==> config.mk <==
export PLATFORM = sky130hd
export DESIGN_NAME = sat_counter
export DESIGN_NICKNAME = d
export VERILOG_FILES = /design/src/rtl/count15_checker_sat_counter.sv
export SDC_FILE = /design/constraint.sdc
export NUM_CORES = 1
export LEC_CHECK = 0
export CAP_MARGIN = 20
export CORE_MARGIN = 1.5
export CORE_UTILIZATION = 30
export DETAILED_ROUTE_END_ITERATION = 12
export PLACE_DENSITY = 0.54
export SETUP_SLACK_MARGIN = 0.3
export SLEW_MARGIN = 40
export SYNTH_ARGS = -nofsm -noshare
export SYNTH_HDL_FRONTEND = slang
export SYNTH_SLANG_ARGS = --single-unit
==> constraint.sdc <==
create_clock -name clk -period 1.75 [get_ports clk]
set_clock_uncertainty 0.1 [all_clocks]
set_input_delay 0.175 -clock clk [delete_from_list [all_inputs] [get_ports clk]]
set_output_delay 0.175 -clock clk [all_outputs]
set_load 0.01 [all_outputs]
==> src/rtl/count15_checker_sat_counter.sv <==
// Saturating up-counter with synchronous clear; holds at all-ones instead of wrapping.
module sat_counter #(
    parameter int W = 16
) (
    input  logic         clk,
    input  logic         reset,
    input  logic         inc,
    input  logic         clr,
    output logic [W-1:0] count
);

    always_ff @(posedge clk or posedge reset) begin
        if (reset) begin
            count <= '0;
        end else if (clr) begin
            count <= '0;
        end else if (inc && (count != '1)) begin
            count <= count + W'(1);
        end
    end

endmodule

* Word-level counts from Yosys, hierarchy flattened
Index checks and enable logic that the tools add are counted.
** Word-level totals
- Register bits after elaboration :: 16
- Word-level logic and storage cells :: 7
- Output and inout port bits :: 16
- Input port bits :: 4
** Operators by class
- Add/sub/neg operators :: 1
- Equal/unequal tests :: 1
- Multiplexer cells :: 2
- Reductions and logical operators :: 2
** Operator list (count)
- 16-bit two-way mux :: 2
- 16-bit by 1-bit adder with 16-bit output, second input constant :: 1
- 16-bit != test, second input constant :: 1
- 2-bit nonzero test :: 1
- 1-bit logical AND :: 1

* Longest topological paths before layout
- Word-level depth :: 4
- Mapped depth :: 6
- Mapped depth without buffers :: 5

* Least setup slack after synthesis
Ideal clock, no wire load.
- Kind :: register -> register
- Start :: register count[0]
- End :: register count[0]
- Data required time :: 1.525 ns
- Arrival time :: 1.698 ns
- Period minus slack after synthesis :: 1.923 ns
- Setup time :: 0.125 ns
- Slack :: -0.173 ns
- Cell stages (with the launch flop) :: 7
- Cell sequence :: dfrtp_1 > ha_1 > clkbuf_1 > nand3_1 > nor4_1 > nor2b_1 > mux2_2
** Between the ends
- Word-level cells in the longest chain between the ends :: 3
- Elaborated cells on any way between the ends :: 6
** RTL lines
- start: declaration :: RTL line 9 : output logic [W-1:0] count
- start signal: assignment :: RTL line 18 : count <= count + W'(1);
- 16-bit by 1-bit adder with 16-bit output or 16-bit != test (tied branches) :: RTL line 18, 17
- 16-bit two-way mux or 1-bit logical AND (tied branches) :: RTL line 17 : end else if (inc && (count != '1)) begin
- 16-bit two-way mux or 2-bit nonzero test (tied branches)
Several ways; a longest one is shown, not always the timed one. The select of a mux whose other input is x is not followed.
A chain may end at the register's enable or synchronous reset.

* Final worst setup path
- Start :: register count[9]
- End :: register count[13]
Same word-level chain as after synthesis.

==> results.sh <==
export IMPL_grt_max_degree=17
export IMPL_core_area_mm2=0.00300
export IMPL_worstSetupStartpointType="register"
export IMPL_drt_wl_total_um=2880
export IMPL_clk_latency_ns=0.30
export IMPL_drt_initial_drc_count=23
export IMPL_finalCritPeriodShare_pct=103
export IMPL_maxSlewViolCount=0
export IMPL_clkTransAtPathRegs_ns=0.11
export IMPL_gp_congestion=0.778
export IMPL_row_count=20
export IMPL_ys_ff_latch=16
export IMPL_die_area_mm2=0.00345
export IMPL_grt_pass1_wl_um=4560
export IMPL_hold_viol=0
export IMPL_synth_avg_cell_area_um2=9.23
export IMPL_die_x_um=58.7
export IMPL_finalPower_mw=0.725
export IMPL_worst_slack_ns=-0.0609
export IMPL_cts_sinks=16
export IMPL_synthDistinctLibCells=29
export IMPL_grt_util_all_layers_pct=17.1
export IMPL_violations="negative setup slack"
export IMPL_syn_to_final_growth_pct=83.0
export IMPL_final_common_cell="buf_4"
export IMPL_start_util_pct=31.0
export IMPL_cp_end_kind="register"
export IMPL_htree_num_levels=1
export IMPL_dpl_cell_area_mm2=0.00139
export IMPL_wl_per_cell_um=14.7
export IMPL_period_minus_slack_ns=1.81
export IMPL_firstDrtPassIters=4
export IMPL_cts_buffers=3
export IMPL_setup_tns_ns=-0.0954
export IMPL_viasPerCell=5.48
export IMPL_p_per_area_mw_per_mm2=425
export IMPL_diodes=0
export IMPL_finalInstanceArea_mm2=0.00171
export IMPL_rsz0062_at_grt="yes"
export IMPL_critical_path_class="register to register"
export IMPL_drive_above_1_share_pct=54.3
export IMPL_cp_required_ns=1.88
export IMPL_hold_path_class="input pin to asynchronous set/reset pin"
export IMPL_slew_limit_headroom_pct=72.7
export IMPL_fmax_mhz=552
export IMPL_synthesis_nets=106
export IMPL_netlist_instances=101
export IMPL_cts_tree="yes"
export IMPL_cts_hold_buf=0
export IMPL_vias=1069
export IMPL_seq_area_frac_synth_pct=43.0
export IMPL_setup_violations=4
export IMPL_status="complete, but fails checks"
export IMPL_fin_nets=168
export IMPL_ant_nets=0
export IMPL_grt_pass1_vias=1026
export IMPL_yosys_warnings=0
export IMPL_io_pins=20
export IMPL_dp_slack_ns=-0.257
export IMPL_antenna_found_initial=0
export IMPL_reg_top3="count: 16 flops"
export IMPL_layout_common_cells="buf_4 (33), buf_6 (10), dfrtp_2 (8), dfrtp_1 (8)"
export IMPL_regMostFlops="count"
export IMPL_synthesis_area_um2=932
export IMPL_largest_reg_flops=16
export IMPL_portBuffers=19
export IMPL_cts_root_buffer="clkbuf_4"
export IMPL_leakagePower_nw=0.779
export IMPL_arrival_ns=1.94
export IMPL_hpwl_um=1930
export IMPL_cts_path_max_buffers=2
export IMPL_crit_fanout=5
export IMPL_overflow=0
export IMPL_tightest_slew_ns=0.409
export IMPL_dieHeight_um=58.7
export IMPL_vdd_drop_max_uv=264
export IMPL_maxCapViolCount=0
export IMPL_drc=0
stage by stage:
| step | utilization (%) | hold slack, ns | std cells |
|---|---|---|---|
| 2_1_floorplan | - | -0.0117 | 101 |
| 3_3_place_gp | 46.3 | 0.405 | 176 |
| 3_5_place_dp | 46.3 | 0.423 | 176 |
| 4_1_cts | 52.4 | 0.0962 | 189 |
| 5_1_grt | 56.8 | 0.111 | 195 |
| 6_report | 56.8 | 0.0722 | 195 |
timing repair:
action | 4_1_cts | 5_1_grt
endpoints found under the setup margin | 32 | 22
gates cloned | 0 | 0
pin swaps | 14 | 7
gates resized for setup | 44 | 24
setup buffers | 9 | 6
synthesized netlist by cell type (all sizes together):
cell type    count  area (um^2)
mux2i            1         10.0
or4              8         65.1
nor2             3         11.3
nand3            7         35.0
buf              1         7.51
a21oi           12         60.1
a31oi            1         6.26
mux2             2         22.5
dfrtp           16          400
or3              7         45.1
nor2b            3         18.8
nor4             3         18.8
clkbuf           2         8.75
nand4            5         46.3
o31ai            5         37.5
nor3             4         20.0
o41ai            2         17.5
o21ai            5         25.0
ha               1         12.5
inv              3         11.3
dlygate4sd1      1         8.76
and4             1         8.76
nand2b           2         12.5
nand2            6         22.5
critical path: stages, from the launching register on:
cell and delay, ns:
dfrtp_2 0.41, nand4_4 0.11, or4_4 0.55, or4_4 0.43
a21oi_2 0.13
cell families after synthesis:
kind of cell | count (synthesis) | synth area share, %
and+or+nand+nor | 49 | 32.6
AOI/OAI and AO/OA | 25 | 15.7
DFF | 16 | 43.0
buffers and inverters | 7 | 3.89
muxes | 3 | 3.49
adders and majority gates | 1 | 1.34
area by class of cell:
cell class | count | area [um^2]
Tap cell | 33 | 41.3
Multi-Input combinational cell | 78 | 684
Clock buffer | 4 | 36.3
Timing Repair Buffer | 61 | 522
Fill cell | 270 | 1300
Inverter | 3 | 11.3
Sequential cell | 16 | 410
report_power, final:
group / total (mW) / internal (mW) / switching [mW] / leakage, nW
logic: 0.0823 / 0.0428 / 0.0395 / 0.549
registers: 0.383 / 0.375 / 0.00794 / 0.209
clock network: 0.260 / 0.127 / 0.133 / 0.0210
worst paths after layout:
path                                            start                    end  slack (ns)  cells after the start
worst max register to register   count[9]$_DFFE_PP0P_  count[13]$_DFFE_PP0P_       -0.06                      4
min in group clk                count[14]$_DFFE_PP0P_  count[14]$_DFFE_PP0P_        0.56                      3
worst min-delay path                            reset   count[0]$_DFFE_PP0P_        0.07                      3
max in group asynchronous                       reset   count[2]$_DFFE_PP0P_        1.25                      3
worst min register to register  count[14]$_DFFE_PP0P_  count[14]$_DFFE_PP0P_        0.56                      3
worst max-delay path             count[9]$_DFFE_PP0P_  count[13]$_DFFE_PP0P_       -0.06                      4
per-layer routing:
metal	up-vias	routed length, um	global-route usage, %
met4	0	81	8.12
li1	512	-	-
met1	510	1230	21.2
met5	-	0	0
met2	36	1480	29.0
met3	11	90	2.64
Note: power is estimated with default switching activity, not from simulation.
